==> src/rtl/key_pkg.sv <==
// Shared types and default timing constants for the key_scan debouncer.
package key_pkg;

    localparam int unsigned CLK_HZ           = 50_000_000;
    localparam int unsigned DEBOUNCE_MS      = 20;
    localparam int unsigned LONG_MS          = 2000;
    localparam int unsigned DEBOUNCE_DEFAULT = CLK_HZ / 1000 * DEBOUNCE_MS;
    localparam int unsigned LONG_DEFAULT     = CLK_HZ / 1000 * LONG_MS;

    typedef enum logic [1:0] {
        StIdle,
        StPressWait,
        StPressed,
        StReleaseWait
    } key_fsm_e;

    function automatic int unsigned max_u(input int unsigned a, input int unsigned b);
        return (a > b) ? a : b;
    endfunction

endpackage

==> src/rtl/key_scan_if.sv <==
// Key pin / debounced-event bundle between the raw key pins, key_scan and user logic.
interface key_scan_if #(
    parameter int unsigned KEY_NUM = 4
);
    logic [KEY_NUM-1:0] key_n;
    logic [KEY_NUM-1:0] key_state;
    logic [KEY_NUM-1:0] key_press;
    logic [KEY_NUM-1:0] key_release;
    logic [KEY_NUM-1:0] key_long;

    modport master (
        output key_n,
        input  key_state,
        input  key_press,
        input  key_release,
        input  key_long
    );

    modport slave (
        input  key_n,
        output key_state,
        output key_press,
        output key_release,
        output key_long
    );
endinterface

==> src/rtl/key_debounce_ch.sv <==
// Single key channel: 2-flop synchronizer, debounce FSM and counter.
// Long-press detection is built only when KEY_SCAN_LONG_PRESS_EN is defined.
module key_debounce_ch
    import key_pkg::*;
#(
    parameter int unsigned DEBOUNCE_CYCLES = DEBOUNCE_DEFAULT,
    parameter int unsigned LONG_CYCLES     = LONG_DEFAULT
) (
    input  logic clk,
    input  logic rst_n,
    input  logic key_n_i,
    output logic state_o,
    output logic press_o,
    output logic release_o,
    output logic long_o
);

    localparam int unsigned CntMax = max_u(DEBOUNCE_CYCLES, LONG_CYCLES);
    localparam int unsigned CntW   = $clog2(CntMax);
    localparam logic [CntW-1:0] DebLast = CntW'(DEBOUNCE_CYCLES - 1);
    localparam logic [CntW-1:0] CntOne  = CntW'(1);

    logic [1:0]      sync_q, sync_d;
    key_fsm_e        state_q, state_d;
    logic [CntW-1:0] cnt_q, cnt_d;
    logic            key_state_q, key_state_d;
    logic            press_q, press_d;
    logic            release_q, release_d;
    logic            s;

    assign s = sync_q[1];

    always_comb begin
        sync_d      = {sync_q[0], key_n_i};
        state_d     = state_q;
        cnt_d       = cnt_q;
        key_state_d = key_state_q;
        press_d     = 1'b0;
        release_d   = 1'b0;
        unique case (state_q)
            StIdle: begin
                if (!s) begin
                    state_d = StPressWait;
                    cnt_d   = CntOne;
                end
            end
            StPressWait: begin
                if (s) begin
                    state_d = StIdle;
                    cnt_d   = '0;
                end else if (cnt_q == DebLast) begin
                    state_d     = StPressed;
                    key_state_d = 1'b1;
                    press_d     = 1'b1;
                    cnt_d       = '0;
                end else begin
                    cnt_d = cnt_q + CntOne;
                end
            end
            StPressed: begin
                if (s) begin
                    state_d = StReleaseWait;
                    cnt_d   = CntOne;
                end
            end
            StReleaseWait: begin
                if (!s) begin
                    state_d = StPressed;
                    cnt_d   = '0;
                end else if (cnt_q == DebLast) begin
                    state_d     = StIdle;
                    key_state_d = 1'b0;
                    release_d   = 1'b1;
                    cnt_d       = '0;
                end else begin
                    cnt_d = cnt_q + CntOne;
                end
            end
            default: begin
                state_d = StIdle;
                cnt_d   = '0;
            end
        endcase
    end

    always_ff @(posedge clk or negedge rst_n) begin
        if (!rst_n) begin
            sync_q      <= 2'b11;
            state_q     <= StIdle;
            cnt_q       <= '0;
            key_state_q <= 1'b0;
            press_q     <= 1'b0;
            release_q   <= 1'b0;
        end else begin
            sync_q      <= sync_d;
            state_q     <= state_d;
            cnt_q       <= cnt_d;
            key_state_q <= key_state_d;
            press_q     <= press_d;
            release_q   <= release_d;
        end
    end

    assign state_o   = key_state_q;
    assign press_o   = press_q;
    assign release_o = release_q;

`ifdef KEY_SCAN_LONG_PRESS_EN
    localparam logic [CntW-1:0] LongLast = CntW'(LONG_CYCLES - 1);

    logic [CntW-1:0] hold_q, hold_d;
    logic            fired_q, fired_d;
    logic            long_q, long_d;

    // The fired flag survives release bounces; only a real release (IDLE) re-arms it.
    always_comb begin
        hold_d  = hold_q;
        fired_d = fired_q;
        long_d  = 1'b0;
        if (state_q == StIdle) begin
            hold_d  = '0;
            fired_d = 1'b0;
        end else if (state_q == StPressed && !s) begin
            if (hold_q != LongLast) begin
                hold_d = hold_q + CntOne;
            end else if (!fired_q) begin
                long_d  = 1'b1;
                fired_d = 1'b1;
            end
        end
    end

    always_ff @(posedge clk or negedge rst_n) begin
        if (!rst_n) begin
            hold_q  <= '0;
            fired_q <= 1'b0;
            long_q  <= 1'b0;
        end else begin
            hold_q  <= hold_d;
            fired_q <= fired_d;
            long_q  <= long_d;
        end
    end

    assign long_o = long_q;
`else
    assign long_o = 1'b0;
`endif

endmodule

==> src/rtl/key_scan.sv <==
// Debouncer for KEY_NUM active-low push buttons; one independent channel per key.
// Optional long-press pulses are enabled by defining KEY_SCAN_LONG_PRESS_EN.
module key_scan
    import key_pkg::*;
#(
    parameter int unsigned KEY_NUM         = 4,
    parameter int unsigned DEBOUNCE_CYCLES = DEBOUNCE_DEFAULT,
    parameter int unsigned LONG_CYCLES     = LONG_DEFAULT
) (
    input logic        clk,
    input logic        rst_n,
    key_scan_if.slave  ks
);

    logic [KEY_NUM-1:0] state;
    logic [KEY_NUM-1:0] press;
    logic [KEY_NUM-1:0] rel;
    logic [KEY_NUM-1:0] lng;

    for (genvar i = 0; i < KEY_NUM; i++) begin : g_ch
        key_debounce_ch #(
            .DEBOUNCE_CYCLES (DEBOUNCE_CYCLES),
            .LONG_CYCLES     (LONG_CYCLES)
        ) u_ch (
            .clk       (clk),
            .rst_n     (rst_n),
            .key_n_i   (ks.key_n[i]),
            .state_o   (state[i]),
            .press_o   (press[i]),
            .release_o (rel[i]),
            .long_o    (lng[i])
        );
    end

    assign ks.key_state   = state;
    assign ks.key_press   = press;
    assign ks.key_release = rel;
    assign ks.key_long    = lng;

endmodule

==> src/flat_wrapper.sv <==
// flat-port wrapper written by rule: the top's interface ports become plain ports
module key_scan_flat import key_pkg::*;
#(
    parameter int unsigned KEY_NUM         = 4,
    parameter int unsigned DEBOUNCE_CYCLES = DEBOUNCE_DEFAULT,
    parameter int unsigned LONG_CYCLES     = LONG_DEFAULT
)
  (clk, rst_n, ks_key_n, ks_key_state, ks_key_press, ks_key_release, ks_key_long);
  key_scan_if #(.KEY_NUM(KEY_NUM)) ks_i ();
  input logic clk;
  input logic rst_n;
  input wire logic [$bits(ks_i.key_n)-1:0] ks_key_n;
  output wire logic [$bits(ks_i.key_state)-1:0] ks_key_state;
  output wire logic [$bits(ks_i.key_press)-1:0] ks_key_press;
  output wire logic [$bits(ks_i.key_release)-1:0] ks_key_release;
  output wire logic [$bits(ks_i.key_long)-1:0] ks_key_long;
  assign ks_i.key_n = ks_key_n;
  assign ks_key_state = ks_i.key_state;
  assign ks_key_press = ks_i.key_press;
  assign ks_key_release = ks_i.key_release;
  assign ks_key_long = ks_i.key_long;
  key_scan #(.KEY_NUM(KEY_NUM), .DEBOUNCE_CYCLES(DEBOUNCE_CYCLES), .LONG_CYCLES(LONG_CYCLES)) u_core (.clk(clk), .rst_n(rst_n), .ks(ks_i));
endmodule
==> config.mk <==
export PLATFORM = sky130hd
export DESIGN_NAME = key_scan_flat
export DESIGN_NICKNAME = d
export VERILOG_FILES = /design/src/rtl/key_pkg.sv /design/src/rtl/key_scan_if.sv /design/src/rtl/key_debounce_ch.sv /design/src/rtl/key_scan.sv /design/src/flat_wrapper.sv
export SDC_FILE = /design/constraint.sdc
export NUM_CORES = 1
export LEC_CHECK = 0
export CAP_MARGIN = 20
export CORE_AREA = 10 10 139 128
export DETAILED_ROUTE_END_ITERATION = 8
export DIE_AREA = 0 0 149 138
export GPL_ROUTABILITY_DRIVEN = 1
export HOLD_SLACK_MARGIN = 0.1
export PLACE_DENSITY = 0.75
export SYNTH_ARGS = -nofsm -noshare
export SYNTH_HDL_FRONTEND = slang
export SYNTH_SLANG_ARGS = --single-unit
==> constraint.sdc <==
create_clock -name clk -period 3.46 [get_ports clk]
set_clock_uncertainty 0.2 [all_clocks]
set_input_delay 0.692 -clock clk [delete_from_list [all_inputs] [get_ports clk]]
set_output_delay 0.692 -clock clk [all_outputs]
set_load 0.02 [all_outputs]
==> results of run 1 <==
[cells in the final DEF (no fill, tap or decap), types with 7 or more instances in the layout]
master,synthesis,layout
nand3_1,44,44
nand2_1,78,78
xnor2_1,16,16
a21oi_1,67,65
nor2_1,59,59
nor3_1,22,22
clkdlybuf4s50_1,0,16
inv_1,28,28
a31oi_1,68,68
nand4_1,28,28
and4_1,9,9
dfrtp_1,128,128
a41oi_1,16,16
a21o_1,7,7
nand2b_1,11,11
and2_1,7,7
or2_2,8,8
clkbuf_16,0,17
dfstp_2,8,8
nor4_1,8,8
o21ai_0,32,32
and3_1,22,22
or3_1,8,8
[worst max-delay path by stage]
stage                                  startpoint                             to  slack (ps)
floorplan            u_core.g_ch[2].u_ch.cnt_q[0]  u_core.g_ch[2].u_ch.cnt_q[21]        1090
global placement    u_core.g_ch[1].u_ch.cnt_q[20]  u_core.g_ch[1].u_ch.cnt_q[26]         850
detailed placement  u_core.g_ch[1].u_ch.cnt_q[20]  u_core.g_ch[1].u_ch.cnt_q[12]         750
CTS                 u_core.g_ch[1].u_ch.cnt_q[20]   u_core.g_ch[1].u_ch.cnt_q[6]         740
global route        u_core.g_ch[1].u_ch.cnt_q[20]  u_core.g_ch[1].u_ch.cnt_q[12]         510
finish              u_core.g_ch[1].u_ch.cnt_q[20]  u_core.g_ch[1].u_ch.cnt_q[12]         720
[sequential cells by signal, indices dropped and copies added, names as in the netlist, named ones only]
register	cells
u_core.g_ch.u_ch.cnt_q	108
u_core.g_ch.u_ch.sync_q	8
u_core.g_ch.u_ch.press_o	4
u_core.g_ch.u_ch.release_o	4
u_core.g_ch.u_ch.state_o	4
u_core.g_ch.u_ch.state_q	4
[worst reg2reg max path, stage by stage (launching register included)]
cell     delay, ps
dfrtp_1        440
or4b_1         540
nor4_2         370
a21oi_1        340
nor2_2         580
nor2_1         130
[per-stage QoR]
stage	area (um2)	hold slack (ps)	setup slack, ps	power [mW]	instances
floorplan	7272	145.2	1094	2.341	806
detailed placement	7487	146.8	745.9	2.495	978
global route	8140	167.7	506.8	4.596	1012
CTS	8113	159.2	740.7	4.387	1011
global placement	7487	146.0	850.5	2.476	978
finish	8140	158.4	719.4	4.376	1012
[final cells by class]
class,instances,share of cell area (%)
Multi-Input combinational cell,589,42.84
Sequential cell,136,41.93
Clock buffer,20,5.733
Timing Repair Buffer,25,3.274
Tap cell,202,3.105
Clock inverter,12,1.829
Inverter,28,1.291
[cell families (layout without fill, tap and decap cells)]
group           Yosys count  in the layout  share of synthesized area (%)
mux                       6              6                         0.8272
compound gates          224            224                          19.28
fa+ha+maj                 4              4                         0.6893
flops                   136            136                          47.01
xor+xnor                 19             19                          2.292
simple gates            332            332                          24.52
other cells               1              4                        0.05165
buf+inv                  81             85                          5.325
[repair_timing]
action                    in CTS  in global routing
hold endpoints to repair      55                  0
hold buffers                   1                  0
setup buffers                  0                  0
[per-layer routing]
metal | up-vias | routed length [um]
met1 | 2895 | 7513
li1 | 2955 | -
met4 | 0 | 254
met5 | - | 0
met3 | 19 | 695
met2 | 162 | 7191
[where the power goes]
group / switching, mW / internal, mW / total (mW)
combinational: 0.432 / 0.230 / 0.661
sequential: 0.140 / 1.69 / 1.83
clock: 0.696 / 1.18 / 1.88
total: 1.27 / 3.11 / 4.38
==> results.txt, run 1 <==
hold path endpoint -> u_core.g_ch[1].u_ch.sync_q[1]
Layout Utilization -> 54.04%
first-pass GRT wire length -> 26.95 mm
CTS tree -> built
Setup-failing EPs final -> 0
Seq. cell area -> 0.003413 mm2
# fillers -> 1,346
Worst Setup Path Type -> flop to flop
reg-to-reg endpoint -> u_core.g_ch[1].u_ch.cnt_q[12]
initial antenna violation count -> 0
CP arrival -> 2830 ps
met3 Use GR -> 3.426%
Pwr per Cell Area -> 537.5 mW/mm2
Final period util -> 79.21%
clk sink count -> 136
hold path cells -> 0
vias in the first global route -> 5,568
Post-synth EDFFs -> 0
max-cap violations -> 0
hold_sp -> u_core.g_ch[1].u_ch.sync_q[0]
top-area cell type share of the netlist area -> 44.12%
startpoint types -> flop
RSZ-0062 raised after global routing -> no
total global routing track utilization -> 15.59%
mean post-synth cell area -> 9.042 um2
die area -> 0.02056 mm2
largest net degree at the start of global routing -> 59
maximum fanout along the worst path -> 15
Async SR Flop Fraction -> 100.0%
Post-Syn Area -> 0.007261 mm2
grt met1 use -> 21.39%
synth cell count leaders -> dfrtp_1 (128), nand2_1 (78), a31oi_1 (68)
Die Y -> 138 um
Clk Latency, worst-skew pair -> 430 ps
Crit. path cell count -> 5
I/O Pins -> 22
DR iter-0 viols -> 532
cell taking the most area after synthesis -> dfrtp_1
R2R depth -> 5
die width -> 149 um
maximum root-to-sink buffer count -> 2
maximum VDD drop -> 0.3584 mV
Starting Density -> 48.20%
# diodes -> 0
endpoints failing hold -> 0
Yosys warning total -> 0
Vias -> 6,031
Multi-input gate area -> 0.003487 mm2
fin crit period -> 2741 ps
grt ovf -> 0
Area Overhead vs Synth -> 12.11%
Peak Freq -> 364.9 MHz
Pre-antenna DRT Iters -> 5
delay-heaviest family, CP -> simple AND/OR/NAND/NOR gates
layout cells sized above 1 -> 8.519%
predominant post-synthesis flop cell -> dfrtp_1
H-tree depth -> 4
#FFs+latches synth -> 136
residual DRC count -> 0
WP buf/inv -> 0
HPWL after DPL -> 10.19 mm
post-cts resize count -> 0
critical path, cell by cell -> or4b_1 > nor4_2 > a21oi_1 > nor2_2 > nor2_1
crit path capture type -> flop
status -> finished clean
clock slew at reported path FFs -> 60 ps
sequential share of the synthesized area -> 47.01%
Port Buffers -> 17
Pleak -> 3.243 nW
layout net count -> 807
Post-Syn Instances -> 803
row cnt -> 43
setup TNS -> 0 ps
CP peak stage delay -> 580 ps
total CTS buffers -> 17
GRT busiest layer -> met2
CTS root buf -> clkbuf_16
Worst EP required -> 3540 ps
relative slew slack -> 32.50%
Worst-Margin Slew -> 1009 ps
R2R Setup Slk -> 720 ps
CORE AREA -> 0.01506 mm2
DR WL/cell -> 15.47 um
GRT met2 Usage -> 22.93%
via-per-instance ratio -> 5.959
Slowest-stage cell, CP -> nor2_2
HP Class -> flop to flop
distinct cell type count after synthesis -> 58
WL final -> 15.66 mm
max-slew violations -> 0
top post-synthesis cells by area -> dfrtp_1 (44%), a31oi_1 (5.9%), a21oi_1 (4.6%), nand2_1 (4.0%), nor2_1 (3.1%)
antenna-violating nets left -> 0
reg2reg start -> u_core.g_ch[1].u_ch.cnt_q[20]
top-count cell post-synth -> dfrtp_1
GP Congestion -> 0.8640
Power figures use the tool's default switching activity.
==> inputs of run 2 (changes only) <==
==> constraint.sdc (replaced) <==
create_clock -name clk -period 2.9 [get_ports clk]
set_clock_uncertainty 0.2 [all_clocks]
set_input_delay 0.58 -clock clk [delete_from_list [all_inputs] [get_ports clk]]
set_output_delay 0.58 -clock clk [all_outputs]
set_load 0.02 [all_outputs]
==> run 2 against run 1 <==
Via count grew 1.3%. Global-route usage is essentially flat. Setup slack lost 410 ps. Non-clock buffer count grew 12. First-iteration DRC count grew 15%. Fmax grew 5.9%. Clock-buffer cell count shrank 3. Combinational power grew 26%. Final cell count grew 1.2%. Worst hold slack lost 3.7 ps. Sequential share of layout area shrank 0.51 points. Routed wire length grew 1.4%.
==> results.txt, run 2 (synthesis results as in run 1) <==
DR iter-0 viols -> 614 (was 532)
crit path capture type -> flop (unchanged)
Multi-input gate area -> 0.003491 mm2 (was 0.003487 mm2)
GP Congestion -> 0.8315 (was 0.8640)
hold_sp -> u_core.g_ch[1].u_ch.sync_q[0] (unchanged)
maximum root-to-sink buffer count -> 2 (unchanged)
layout net count -> 819 (was 807)
die width -> 149 um (unchanged)
Pwr per Cell Area -> 641.2 mW/mm2 (was 537.5 mW/mm2)
Internal Power -> 3.695 mW (was 3.108 mW)
register share of total power -> 41.5% (was 41.9%)
Area Overhead vs Synth -> 13.49% (was 12.11%)
die area -> 0.02056 mm2 (unchanged)
Starting Density -> 48.20% (unchanged)
most common cell after layout, fill and taps aside -> dfrtp_1 (unchanged)
# diodes -> 0 (unchanged)
reg2reg start -> u_core.g_ch[2].u_ch.cnt_q[0] (was u_core.g_ch[1].u_ch.cnt_q[20])
Worst-Margin Slew -> 770.3 ps (was 1009 ps)
CORE AREA -> 0.01506 mm2 (unchanged)
RSZ-0062 raised after global routing -> no (unchanged)
max-slew violations -> 0 (unchanged)
Vias -> 6,111 (was 6,031)
critical path, cell by cell -> ha_1 > nand4_2 > or4_4 > o31a_4 > o21a_1 > o31a_1 (was or4b_1 > nor4_2 > a21oi_1 > nor2_2 > nor2_1)
hold path endpoint -> u_core.g_ch[1].u_ch.sync_q[1] (unchanged)
via-per-instance ratio -> 5.968 (was 5.959)
Die Y -> 138 um (unchanged)
clk sink count -> 136 (unchanged)
max-cap violations -> 0 (unchanged)
layout cells sized above 1 -> 9.976% (was 8.519%)
WL final -> 15.87 mm (was 15.66 mm)
setup TNS -> 0 ps (unchanged)
R2R Setup Slk -> 310 ps (was 720 ps)
commonest non-fill, non-tap cells in the layout -> dfrtp_1 (128), nand2_1 (78), a31oi_1 (68) (unchanged)
Pwr Total -> 5.284 mW (was 4.376 mW)
placed cells -> 991 (was 978)
startpoint types -> flop (unchanged)
fin cells -> 1,024 (was 1,012)
residual DRC count -> 0 (unchanged)
Comb pwr share -> 15.8% (was 15.1%)
I/O Pins -> 22 (unchanged)
fin crit period -> 2588 ps (was 2741 ps)
reg-to-reg endpoint -> u_core.g_ch[2].u_ch.cnt_q[21] (was u_core.g_ch[1].u_ch.cnt_q[12])
CP arrival -> 2700 ps (was 2830 ps)
most flop-heavy register -> u_core.g_ch.u_ch.cnt_q (unchanged)
CTS tree -> built (unchanged)
Seq. cell area -> 0.003413 mm2 (unchanged)
total global routing track utilization -> 15.56% (was 15.59%)
antenna-violating nets left -> 0 (unchanged)
Worst EP required -> 3010 ps (was 3540 ps)
maximum VDD drop -> 0.4206 mV (was 0.3584 mV)
H-tree depth -> 4 (unchanged)
Slowest-stage cell, CP -> or4_4 (was nor2_2)
Peak Freq -> 386.4 MHz (was 364.9 MHz)
maximum fanout along the worst path -> 43 (was 15)
Final period util -> 89.25% (was 79.21%)
clock power share -> 42.7% (was 43.0%)
total CTS buffers -> 17 (unchanged)
first-pass GRT wire length -> 26.93 mm (was 26.95 mm)
Pleak -> 3.301 nW (was 3.243 nW)
Layout Utilization -> 54.70% (was 54.04%)
CTS root buf -> clkbuf_16 (unchanged)
CP peak stage delay -> 570 ps (was 580 ps)
grt ovf -> 0 (unchanged)
R2R depth -> 6 (was 5)
endpoints failing hold -> 0 (unchanged)
row cnt -> 43 (unchanged)
sw frac -> 30.08% (was 28.96%)
HPWL after DPL -> 10.43 mm (was 10.19 mm)
largest net degree at the start of global routing -> 55 (was 59)
vias in the first global route -> 5,532 (was 5,568)
status -> finished clean (unchanged)
Clk Latency, worst-skew pair -> 430 ps (about the same)
switching pwr -> 1.589 mW (was 1.267 mW)
hold path cells -> 0 (unchanged)
DR WL/cell -> 15.50 um (was 15.47 um)
Pre-antenna DRT Iters -> 8 (was 5)
Port Buffers -> 17 (unchanged)
biggest regs -> u_core.g_ch.u_ch.cnt_q: 108 flops, u_core.g_ch.u_ch.sync_q: 8 flops (unchanged)
clock slew at reported path FFs -> 60 ps (about the same)
Worst Setup Path Type -> flop to flop (unchanged)
Setup-failing EPs final -> 0 (unchanged)
initial antenna violation count -> 1 (was 0)
HP Class -> flop to flop (unchanged)
max reg flops -> 108 (unchanged)
# fillers -> 1,353 (was 1,346)
relative slew slack -> 48.46% (was 32.50%)
==> run 2: changes by cell type in the layout (fill, tap and decap cells not counted), sizes merged <==
| cell | delta |
|---|---|
| buf | +12 |
| clkinvlp | -1 |
| inv | +5 |
| clkbuf | -3 |
| clkinv | -1 |
==> run 2: metrics by stage <==
step	hold WS (ps)	worst slack, ps	instance area (um2)
floorplan	84.41	534.0	7272
global placement	145.9	349.1	7610
detailed placement	146.9	244.6	7610
CTS	156.0	224.9	8237
global route	157.2	120.0	8240
finish	154.7	311.9	8240
==> run 2: layout make-up <==
class | count | share of cell area (%)
Sequential cell | 136 | 41.42
Clock buffer | 17 | 5.162
Inverter | 28 | 1.275
Clock inverter | 15 | 2.323
Multi-Input combinational cell | 589 | 42.36
Timing Repair Buffer | 37 | 4.388
Tap cell | 202 | 3.067
==> run 2: worst max path at each step <==
stage,startpoint,to,slack [ps],cells past startpoint
2_1_floorplan,u_core.g_ch[2].u_ch.cnt_q[0],u_core.g_ch[2].u_ch.cnt_q[21],530,7
3_3_place_gp,u_core.g_ch[1].u_ch.cnt_q[0],u_core.g_ch[1].u_ch.cnt_q[25],350,7
3_5_place_dp,u_core.g_ch[1].u_ch.cnt_q[0],u_core.g_ch[1].u_ch.cnt_q[25],240,7
4_1_cts,u_core.g_ch[1].u_ch.cnt_q[0],u_core.g_ch[1].u_ch.cnt_q[25],220,7
5_1_grt,u_core.g_ch[0].u_ch.cnt_q[0],u_core.g_ch[0].u_ch.cnt_q[12],120,7
6_report,u_core.g_ch[2].u_ch.cnt_q[0],u_core.g_ch[2].u_ch.cnt_q[21],310,6
==> run 2: power by group through the flow <==
stage / registers (mW) / clock network, mW / logic [mW]
floorplan: 2.16 / 0 / 0.629
global placement: 2.21 / 0 / 0.810
detailed placement: 2.22 / 0 / 0.834
CTS: 2.19 / 2.30 / 0.838
global route: 2.21 / 2.38 / 0.945
finish: 2.19 / 2.26 / 0.836
==> run 2: routing by layer <==
layer  routed length (um)  GRT usage (%)  part of all wire [%]
met1                 7602          21.15                    48
met2                 7349          23.36                    46
met3                  748          4.829                   4.7
met4                  172          4.285                   1.1
met5                    0              0                     0
==> run 2: critical path: cells and delay by family, from the launching register on <==
family | cells | cell delay, ps
and+or+nand+nor | 2 | 730
DFF | 1 | 400
adders and majority gates | 1 | 270
AOI/OAI and AO/OA | 3 | 880
==> run 2: repair_timing <==
action,CTS,global route
resized for setup,0,1
endpoints found under the hold margin,50,0
endpoints found under the setup margin,0,1
hold buffers,1,0
buffers inserted,0,0
